### config.mk
export PLATFORM = sky130hd
export DESIGN_NAME = line_buf_win3_ctrl
export DESIGN_NICKNAME = d
export VERILOG_FILES = /design/src/rtl/line_buf_win3_ctrl.sv
export SDC_FILE = /design/constraint.sdc
export NUM_CORES = 1
export LEC_CHECK = 0
export CAP_MARGIN = 15
export CORE_MARGIN = 1.5
export CORE_UTILIZATION = 30
export DETAILED_ROUTE_END_ITERATION = 7
export GPL_TIMING_DRIVEN = 1
export MAX_ROUTING_LAYER = met4
export PLACE_DENSITY = 0.61
export SLEW_MARGIN = 20
export SYNTH_ARGS = -nofsm -noshare
export SYNTH_HDL_FRONTEND = slang
export SYNTH_SLANG_ARGS = --single-unit
### constraint.sdc
create_clock -name clk -period 4.75 [get_ports clk]
set_clock_uncertainty 0.15 [all_clocks]
set_input_delay 0.95 -clock clk [delete_from_list [all_inputs] [get_ports clk]]
set_output_delay 0.95 -clock clk [all_outputs]
set_load 0.1 [all_outputs]
### src/rtl/line_buf_win3_ctrl.sv
// ---------------------------------------------------------------------------
// line_buf_win3_ctrl
//
// Sequences two external 1-bit line FIFOs into a 3-row vertical window for
// the binary erosion/dilation stage.
//
//   * FIFO0 holds the previous line (y-1).
//   * FIFO1 holds the line before that (y-2).
//   * FIFO0 is cascaded into FIFO1 one clock after each read, because the
//     read data appears one clock after rd_en.
//   * Once lines 0 and 1 have been loaded, every accepted pixel yields one
//     window column one clock later. The column holds top (y-2), mid (y-1)
//     and bot (y).
//   * After the last pixel of a frame, or after a misplaced sof, the block
//     drains both FIFOs empty before it accepts a new frame.
//
// Optional feature: define LBW_FRAME_CNT_EN to add the frame_cnt[15:0]
// output. It counts frames that completed cleanly.
//
// Ports
//   clk, rst                   clock, synchronous active-high reset
//   in_valid/in_data/in_sof    pixel stream in, in_ready = accept
//   f0_*/f1_* wr_en, wr_data   FIFO write side (driven)
//   f0_*/f1_* rd_en            FIFO read request (driven)
//   f0_*/f1_* rd_data          FIFO read data, valid 1 clk after rd_en
//   f0_*/f1_* empty, full      FIFO status flags
//   out_valid, out_top/mid/bot window column; out_x column, out_y line of bot
//   err                        sticky protocol error, cleared only by rst
//   frame_cnt                  (LBW_FRAME_CNT_EN only) clean frame count
// ---------------------------------------------------------------------------
module line_buf_win3_ctrl #(
  parameter int IMG_WIDTH  = 1280,
  parameter int IMG_HEIGHT = 720,
  parameter int CNT_W      = 12
) (
  input  logic             clk,
  input  logic             rst,
  input  logic             in_valid,
  input  logic             in_data,
  input  logic             in_sof,
  output logic             in_ready,
  output logic             f0_wr_en,
  output logic             f1_wr_en,
  output logic             f0_wr_data,
  output logic             f1_wr_data,
  output logic             f0_rd_en,
  output logic             f1_rd_en,
  input  logic             f0_rd_data,
  input  logic             f1_rd_data,
  input  logic             f0_empty,
  input  logic             f1_empty,
  input  logic             f0_full,
  input  logic             f1_full,
  output logic             out_valid,
  output logic             out_top,
  output logic             out_mid,
  output logic             out_bot,
  output logic [CNT_W-1:0] out_x,
  output logic [CNT_W-1:0] out_y,
`ifdef LBW_FRAME_CNT_EN
  output logic [15:0]      frame_cnt,
`endif
  output logic             err
);

  localparam logic [CNT_W-1:0] LAST_COL  = CNT_W'(IMG_WIDTH - 1);
  localparam logic [CNT_W-1:0] LAST_LINE = CNT_W'(IMG_HEIGHT - 1);

  typedef enum logic [2:0] {
    ST_IDLE  = 3'd0,
    ST_FILL0 = 3'd1,
    ST_FILL1 = 3'd2,
    ST_RUN   = 3'd3,
    ST_DRAIN = 3'd4
  } state_t;

  state_t           state_r, state_nxt;
  state_t           eff_state_s;
  logic [CNT_W-1:0] col_r, col_nxt, line_r, line_nxt;
  logic [CNT_W-1:0] cur_col_s, cur_line_s;
  logic             accept_s, proc_s, sof_err_s, last_col_s;
  logic             run_proc_s, frame_end_s, drain_done_s, err_evt_s;
  logic             f0_rd_en_s, f1_rd_en_s, f0_wr_en_s, f1_wr_en_s;
  logic             f1_wr_pend_r;
  logic             out_valid_r, bot_r, err_r;
  logic [CNT_W-1:0] x_r, y_r;
`ifdef LBW_FRAME_CNT_EN
  logic [15:0]      frame_cnt_r;
  logic             clean_r;
`endif

  // Accept decode. Classifies the current pixel and picks the state it
  // belongs to. A sof accepted in IDLE is already pixel (0,0) of FILL0.
  always_comb begin
    accept_s    = in_valid & (state_r != ST_DRAIN);
    sof_err_s   = 1'b0;
    proc_s      = 1'b0;
    eff_state_s = state_r;
    cur_col_s   = col_r;
    cur_line_s  = line_r;
    case (state_r)
      ST_IDLE: begin
        proc_s      = accept_s & in_sof;
        eff_state_s = in_sof ? ST_FILL0 : ST_IDLE;
        cur_col_s   = {CNT_W{1'b0}};
        cur_line_s  = {CNT_W{1'b0}};
      end
      ST_FILL0, ST_FILL1, ST_RUN: begin
        proc_s    = accept_s & ~in_sof;
        sof_err_s = accept_s & in_sof;
      end
      ST_DRAIN: begin
        proc_s = 1'b0;
      end
      default: begin
        proc_s      = 1'b0;
        eff_state_s = ST_IDLE;
      end
    endcase
    last_col_s   = (cur_col_s == LAST_COL);
    run_proc_s   = proc_s & (eff_state_s == ST_RUN);
    frame_end_s  = run_proc_s & last_col_s & (cur_line_s == LAST_LINE);
    // A cascade write may still be in flight into FIFO1, so its empty flag
    // alone is not final.
    drain_done_s = f0_empty & f1_empty & ~f1_wr_pend_r;
  end

  // FIFO strobes. Window reads are never suppressed. Drain reads only
  // target FIFOs that still hold data.
  always_comb begin
    f0_wr_en_s = proc_s;
    f1_wr_en_s = f1_wr_pend_r;
    if (state_r == ST_DRAIN) begin
      f0_rd_en_s = ~f0_empty;
      f1_rd_en_s = ~f1_empty;
    end else begin
      f0_rd_en_s = proc_s & ((eff_state_s == ST_FILL1) | (eff_state_s == ST_RUN));
      f1_rd_en_s = run_proc_s;
    end
    err_evt_s = sof_err_s
              | (f0_rd_en_s & f0_empty) | (f1_rd_en_s & f1_empty)
              | (f0_wr_en_s & f0_full)  | (f1_wr_en_s & f1_full);
  end

  // Next-state and counter logic. Line end and state change share one edge.
  always_comb begin
    state_nxt = state_r;
    col_nxt   = col_r;
    line_nxt  = line_r;
    case (state_r)
      ST_IDLE, ST_FILL0, ST_FILL1, ST_RUN: begin
        if (sof_err_s) begin
          state_nxt = ST_DRAIN;
          col_nxt   = {CNT_W{1'b0}};
          line_nxt  = {CNT_W{1'b0}};
        end else if (proc_s) begin
          if (last_col_s) begin
            col_nxt = {CNT_W{1'b0}};
            case (eff_state_s)
              ST_FILL0: begin
                state_nxt = ST_FILL1;
                line_nxt  = cur_line_s + CNT_W'(1);
              end
              ST_FILL1: begin
                state_nxt = ST_RUN;
                line_nxt  = cur_line_s + CNT_W'(1);
              end
              ST_RUN: begin
                if (frame_end_s) begin
                  state_nxt = ST_DRAIN;
                  line_nxt  = {CNT_W{1'b0}};
                end else begin
                  state_nxt = ST_RUN;
                  line_nxt  = cur_line_s + CNT_W'(1);
                end
              end
              default: begin
                state_nxt = ST_IDLE;
                line_nxt  = {CNT_W{1'b0}};
              end
            endcase
          end else begin
            state_nxt = eff_state_s;
            col_nxt   = cur_col_s + CNT_W'(1);
            line_nxt  = cur_line_s;
          end
        end else begin
          state_nxt = state_r;
        end
      end
      ST_DRAIN: begin
        if (drain_done_s) begin
          state_nxt = ST_IDLE;
          col_nxt   = {CNT_W{1'b0}};
          line_nxt  = {CNT_W{1'b0}};
        end else begin
          state_nxt = ST_DRAIN;
        end
      end
      default: begin
        state_nxt = ST_IDLE;
        col_nxt   = {CNT_W{1'b0}};
        line_nxt  = {CNT_W{1'b0}};
      end
    endcase
  end

  // State, counters, cascade pending flag, output column register, sticky error.
  always_ff @(posedge clk) begin
    if (rst) begin
      state_r      <= ST_IDLE;
      col_r        <= {CNT_W{1'b0}};
      line_r       <= {CNT_W{1'b0}};
      f1_wr_pend_r <= 1'b0;
      out_valid_r  <= 1'b0;
      bot_r        <= 1'b0;
      x_r          <= {CNT_W{1'b0}};
      y_r          <= {CNT_W{1'b0}};
      err_r        <= 1'b0;
    end else begin
      state_r      <= state_nxt;
      col_r        <= col_nxt;
      line_r       <= line_nxt;
      // Each FIFO0 read in FILL1/RUN is forwarded to FIFO1 when its data lands.
      f1_wr_pend_r <= proc_s & ((eff_state_s == ST_FILL1) | (eff_state_s == ST_RUN));
      out_valid_r  <= run_proc_s;
      bot_r        <= run_proc_s & in_data;
      if (run_proc_s) begin
        x_r <= cur_col_s;
        y_r <= cur_line_s;
      end else begin
        x_r <= x_r;
        y_r <= y_r;
      end
      err_r        <= err_r | err_evt_s;
    end
  end

`ifdef LBW_FRAME_CNT_EN
  // Clean-frame counter. A drain entered through a sof error does not count.
  always_ff @(posedge clk) begin
    if (rst) begin
      frame_cnt_r <= 16'd0;
      clean_r     <= 1'b0;
    end else begin
      if (frame_end_s) begin
        clean_r <= 1'b1;
      end else if (sof_err_s) begin
        clean_r <= 1'b0;
      end else if ((state_r == ST_DRAIN) && drain_done_s) begin
        clean_r <= 1'b0;
      end else begin
        clean_r <= clean_r;
      end
      if ((state_r == ST_DRAIN) && drain_done_s && clean_r) begin
        frame_cnt_r <= frame_cnt_r + 16'd1;
      end else begin
        frame_cnt_r <= frame_cnt_r;
      end
    end
  end

  assign frame_cnt = frame_cnt_r;
`endif

  assign in_ready   = (state_r != ST_DRAIN);
  assign f0_wr_en   = f0_wr_en_s;
  assign f0_wr_data = proc_s & in_data;
  assign f1_wr_en   = f1_wr_en_s;
  assign f1_wr_data = f1_wr_pend_r & f0_rd_data;
  assign f0_rd_en   = f0_rd_en_s;
  assign f1_rd_en   = f1_rd_en_s;
  // Top and mid come straight from FIFO read data, which is valid in the
  // output cycle. They are gated so that idle cycles show 0.
  assign out_valid  = out_valid_r;
  assign out_top    = out_valid_r & f1_rd_data;
  assign out_mid    = out_valid_r & f0_rd_data;
  assign out_bot    = bot_r;
  assign out_x      = x_r;
  assign out_y      = y_r;
  assign err        = err_r;

endmodule
; After elaboration in Yosys (flattened, before gate mapping)
; Cells that the tools add are included.
; Widths: inputs -> output; s select.
[op_classes]
mux = 26
eq_ne = 12
reduce_logical = 6
add_sub_neg = 2
bitwise_logic = 28
[ops]
columns = operator, count
row1 = $mux 12, 10
row2 = $pmux 12 s2, 3
row3 = $add 12x1->12 const B, 2
row4 = $and 1x1->1, 18
row5 = $mux 3, 5
row6 = $eq 12x10->1 const B, 1
row7 = $eq 12x11->1 const B, 1
row8 = $eq 3x2->1 const B, 4
row9 = $pmux 3 s2, 2
row10 = $pmux 3 s3, 1
row11 = $reduce_or 4->1, 2
row12 = $eq 3x1->1 const B, 2
row13 = $ne 3x3->1 const B, 2
row14 = $or 1x1->1, 6
row15 = $mux 1, 4
row16 = $not 1->1, 4
row17 = $eq 3x3->1 const B, 1
row18 = $logic_not 3->1, 1
row19 = $reduce_or 3->1, 1
row20 = $ne 2x2->1 const B, 1
row21 = $pmux 1 s2, 1
row22 = $reduce_and 2->1, 1
row23 = $reduce_or 2->1, 1
[totals]
reg_bits = 55
inputBits = 11
output_inout_bits = 36
word_cells = 83

; Depth between registers and ports, before layout
[logic_depth]
ltp_word = 13
ltp_mapped = 12
depth_no_buf = 8

; Least setup slack after synthesis
; OpenSTA, ideal clock, no wires.
[synth_timing]
path_type = register to output
start = reg state_r[0]
end = out f1_rd_en
path_stages_with_launch = 4
path_buffers = 1
required_ps = 3650
path_slack_ps = -2
arrival_ps = 3652
path_cell_list = dfxtp_1 -> or3b_2 -> clkbuf_1 -> o21ai_0
[synth_via]
elab_chain_cells = 6
elab_cells_between_ends = 16
cone_classes = eq/ne: 6 / mux: 3 / bitwise: 4 / reduce/logical: 3
[synth_lines]
columns = item, line_no
row1 = "start, declared", 77  ; state_t state_r, state_nxt;
row2 = "start signal, assigned", 221  ; state_r <= state_nxt;
row3 = $ne 3x3->1 *, n/a
row4 = via in_ready, 41  ; output logic in_ready,
row5 = $and 1x1->1 *, 95  ; accept_s = in_valid & (state_r != ST_DRAIN);
row6 = "$and 1x1->1, on equally long branches", "109, 103"
row7 = $pmux 1 s2 *, 101  ; case (state_r)
row8 = $and 1x1->1 *, 121  ; run_proc_s = proc_s & (eff_state_s == ST_RUN);
row9 = $mux 1 *, 133  ; if (state_r == ST_DRAIN) begin
row10 = "end, declared", 47  ; output logic f1_rd_en,
; The timed path passes the listed nets; every way through them passes the cells marked *.

; Final worst setup path
[layout_timing]
start = in in_sof
end = out f0_rd_en
[layout_via]
elab_chain_cells = 6
elab_cells_between_ends = 11
cone_classes = eq/ne: 2 / mux: 4 / bitwise: 5
[layout_lines]
columns = item, line_no
row1 = "start, declared", 40  ; input logic in_sof,
row2 = $mux 1, 104  ; eff_state_s = in_sof ? ST_FILL0 : ST_IDLE;
row3 = $pmux 3 s2, 101
row4 = $eq 3x2->1, 137  ; f0_rd_en_s = proc_s & ((eff_state_s == ST_FILL1) | (eff_state_s == ST_RUN));
row5 = $or 1x1->1, 137
row6 = $and 1x1->1 *, 137
row7 = $mux 1 *, 133
row8 = "end, declared", 46  ; output logic f0_rd_en,
; Every way passes the cells marked *; elsewhere a longest branch is shown, timed or not.

==> metrics.csv <==
metric,value,unit
status,completed,
Port-buffer cells,46,
first-pass GRT wire length,12600,um
Routed WL per cell,15.1,um
Area Overhead vs Synth,22.8,%
"commonest non-fill, non-tap cell in the layout",dfxtp_1,
Final setup viols,0,
register-to-register setup slack,1.17,ns
sequential share of power,56.5,%
WP data arrival,2.78,ns
Clock power frac,34.6,%
Filler cells,919,
drt via density,5.50,
Die Ht,98.6,um
Mapped Nets,359,
Rows,34,
multi-input logic area,1500,um2
Mapped Area,2740,um2
RSZ-0062 raised after global routing,no,
worst slew pin tran,0.978,ns
CP max FO,10,
Setup WS post-layout,0.871,ns
gr ovfl total,0,
Leak,1.08,nW
Post-CTS Hold Buffers,0,
DRT iter0 DRCs,188,
Pre-Repair DR Iteration Count,4,
max cap viols,0,
Cells after Synth,346,
unique cell type count in the Yosys netlist,59,
# clock sinks,55,
Worst EP required,3.65,ns
ys async rst share,0,%
Tot Pwr,0.824,mW
Final Max Tran Viols,0,
register bit total from synthesis,55,
largest net degree at the start of global routing,48,
Comb pwr share,8.9,%
postcts setup bufs,0,
H-tree levels,2,
Worst-path clk slew,0.10,ns
post_cts resized,0,
switching power total,0.206,mW
area share of the largest cell type after synthesis,40.2,%
share of cells above drive strength 1,7.89,%
Total Wirelength,7360,um
sw frac,25.0,%
Vias,2683,
Setup TNS Final,0,ns
register area,1100,um2
most frequent cells in the layout,"dfxtp_1 (55), nand2_1 (52), clkdlybuf4s50_1 (39)",
# DRC,0,
io pins,47,
element type at the critical path start,input pin,
hold crit path type,flop to flop,
DP Worst Slack,0.827,ns
Syn. warnings,0,
Die Area,9710,um2
TritonCTS clock tree,yes,
min Tclk post-route,3.88,ns
Int Pwr,0.618,mW
vias in the first global route,2552,
Clock Latency Late Sink,0.30,ns
final count of hold timing violations,0,
cell taking the most area after synthesis,dfxtp_1,
most common flop cell mapped by yosys,dfxtp_1,
Critical Path End Type,output pin,
Worst VDD drop,0.123,mV
Layout Nets,392,
Root Driver,clkbuf_8,
"EDFF count, synth",0,
PwrDens,245,nW/um2
post-route ant nets,0,
# diodes,0,
ranking of synthesized cells by area,"dfxtp_1 (40%), nand2_1 (7.1%), a21oi_1 (6.2%)",
Total GRT Usage,16.1,%
dpl hpwl,5090,um
initial core utilization,31.3,%
initial antenna violation count,0,
RePlAce Congestion,0.867,
Relative slew margins,34.6,%
core area,8760,um2
die width,98.6,um
syn avg cell area,7.92,um2
WS Path Type,input pin to output pin,
total CTS buffers,5,
sequential cell area fraction in the yosys report,40.2,%
clock tree buffer depth,2,
Max Clock Freq,0.258,GHz
crit share post-route,81.7,%
cell families after synthesis:
logic type | share of synthesized area [%]
xor gates and xnor gates | 0.320
AOI/OAI and AO/OA | 20.8
and+or+nand+nor | 32.0
DFF | 40.2
buffers and inverters | 4.98
muxes | 0.777
adders and majority gates | 0.914
power groups by stage:
stage          Combinational (mW)  Clock, mW  Sequential (mW)
2_1_floorplan              0.0464          0            0.480
3_3_place_gp               0.0725          0            0.476
3_5_place_dp               0.0733          0            0.476
4_1_cts                    0.0737      0.291            0.466
5_1_grt                    0.0792      0.315            0.466
6_report                   0.0736      0.285            0.466
layer usage:
| layer | track usage, % | part of all wire [%] | routed length (um) | vias to the layer above |
|---|---|---|---|---|
| met2 | 27.0 | 49 | 3600 | 80 |
| met4 | 5.09 | 1.7 | 127 | 0 |
| met5 | - | 0 | 0 | - |
| met3 | 2.48 | 4.7 | 343 | 10 |
| met1 | 19.9 | 45 | 3290 | 1253 |
| li1 | - | - | - | 1340 |
registers in the layout, indices dropped and copies added (netlist names):
name       flops
line_r        12
f1_wr_en       1
out_valid      1
out_x         12
col_r         12
state_r        3
out_y         12
out_bot        1
err            1
worst max-delay path: stages:
cell	delay (ns)
clkdlybuf4s50_1	0.66
or3_1	0.18
nand3_1	0.39
o22ai_1	0.26
buf_4	0.33
metrics by stage:
| stage | cell area (um2) | instances | hold slack (ns) | utilization (%) |
|---|---|---|---|---|
| 6_report | 3360 | 488 | 0.311 | 38.4 |
| 3_3_place_gp | 3260 | 480 | 0.292 | 37.2 |
| 2_1_floorplan | 2740 | 346 | 0.309 | - |
| 3_5_place_dp | 3260 | 480 | 0.298 | 37.2 |
| 4_1_cts | 3360 | 488 | 0.315 | 38.4 |
| 5_1_grt | 3360 | 488 | 0.336 | 38.4 |
cell type report:
class	count	share of cell area [%]
clock buffer	7	2.86
clock inverter	1	0.223
inverter	8	0.893
multi-input combinational	258	44.6
sequential	55	32.7
tap	108	4.02
timing repair buffer	51	14.7
synthesized netlist by cell type, types with 4 or more instances:
library cell and n:
inv_1 8, nand2_1 52, clkbuf_1 17, buf_2 4, dfxtp_1 55, a311oi_1 7
nand3_1 20, nor3_1 8, a32oi_1 5, and2_1 7, a21oi_1 34, and3_1 7
o21ai_0 10, nand4_1 14, nor2_1 33
final timing paths:
check / start / endpoint / depth (start not counted)
setup / recovery: in_sof / f0_rd_en / 5
hold / removal: out_y[3] / out_y[3] / 2
setup reg to reg: state_r[1] / col_r[10] / 8
hold reg to reg: out_y[3] / out_y[3] / 2
(Power assumes the default switching activity.)
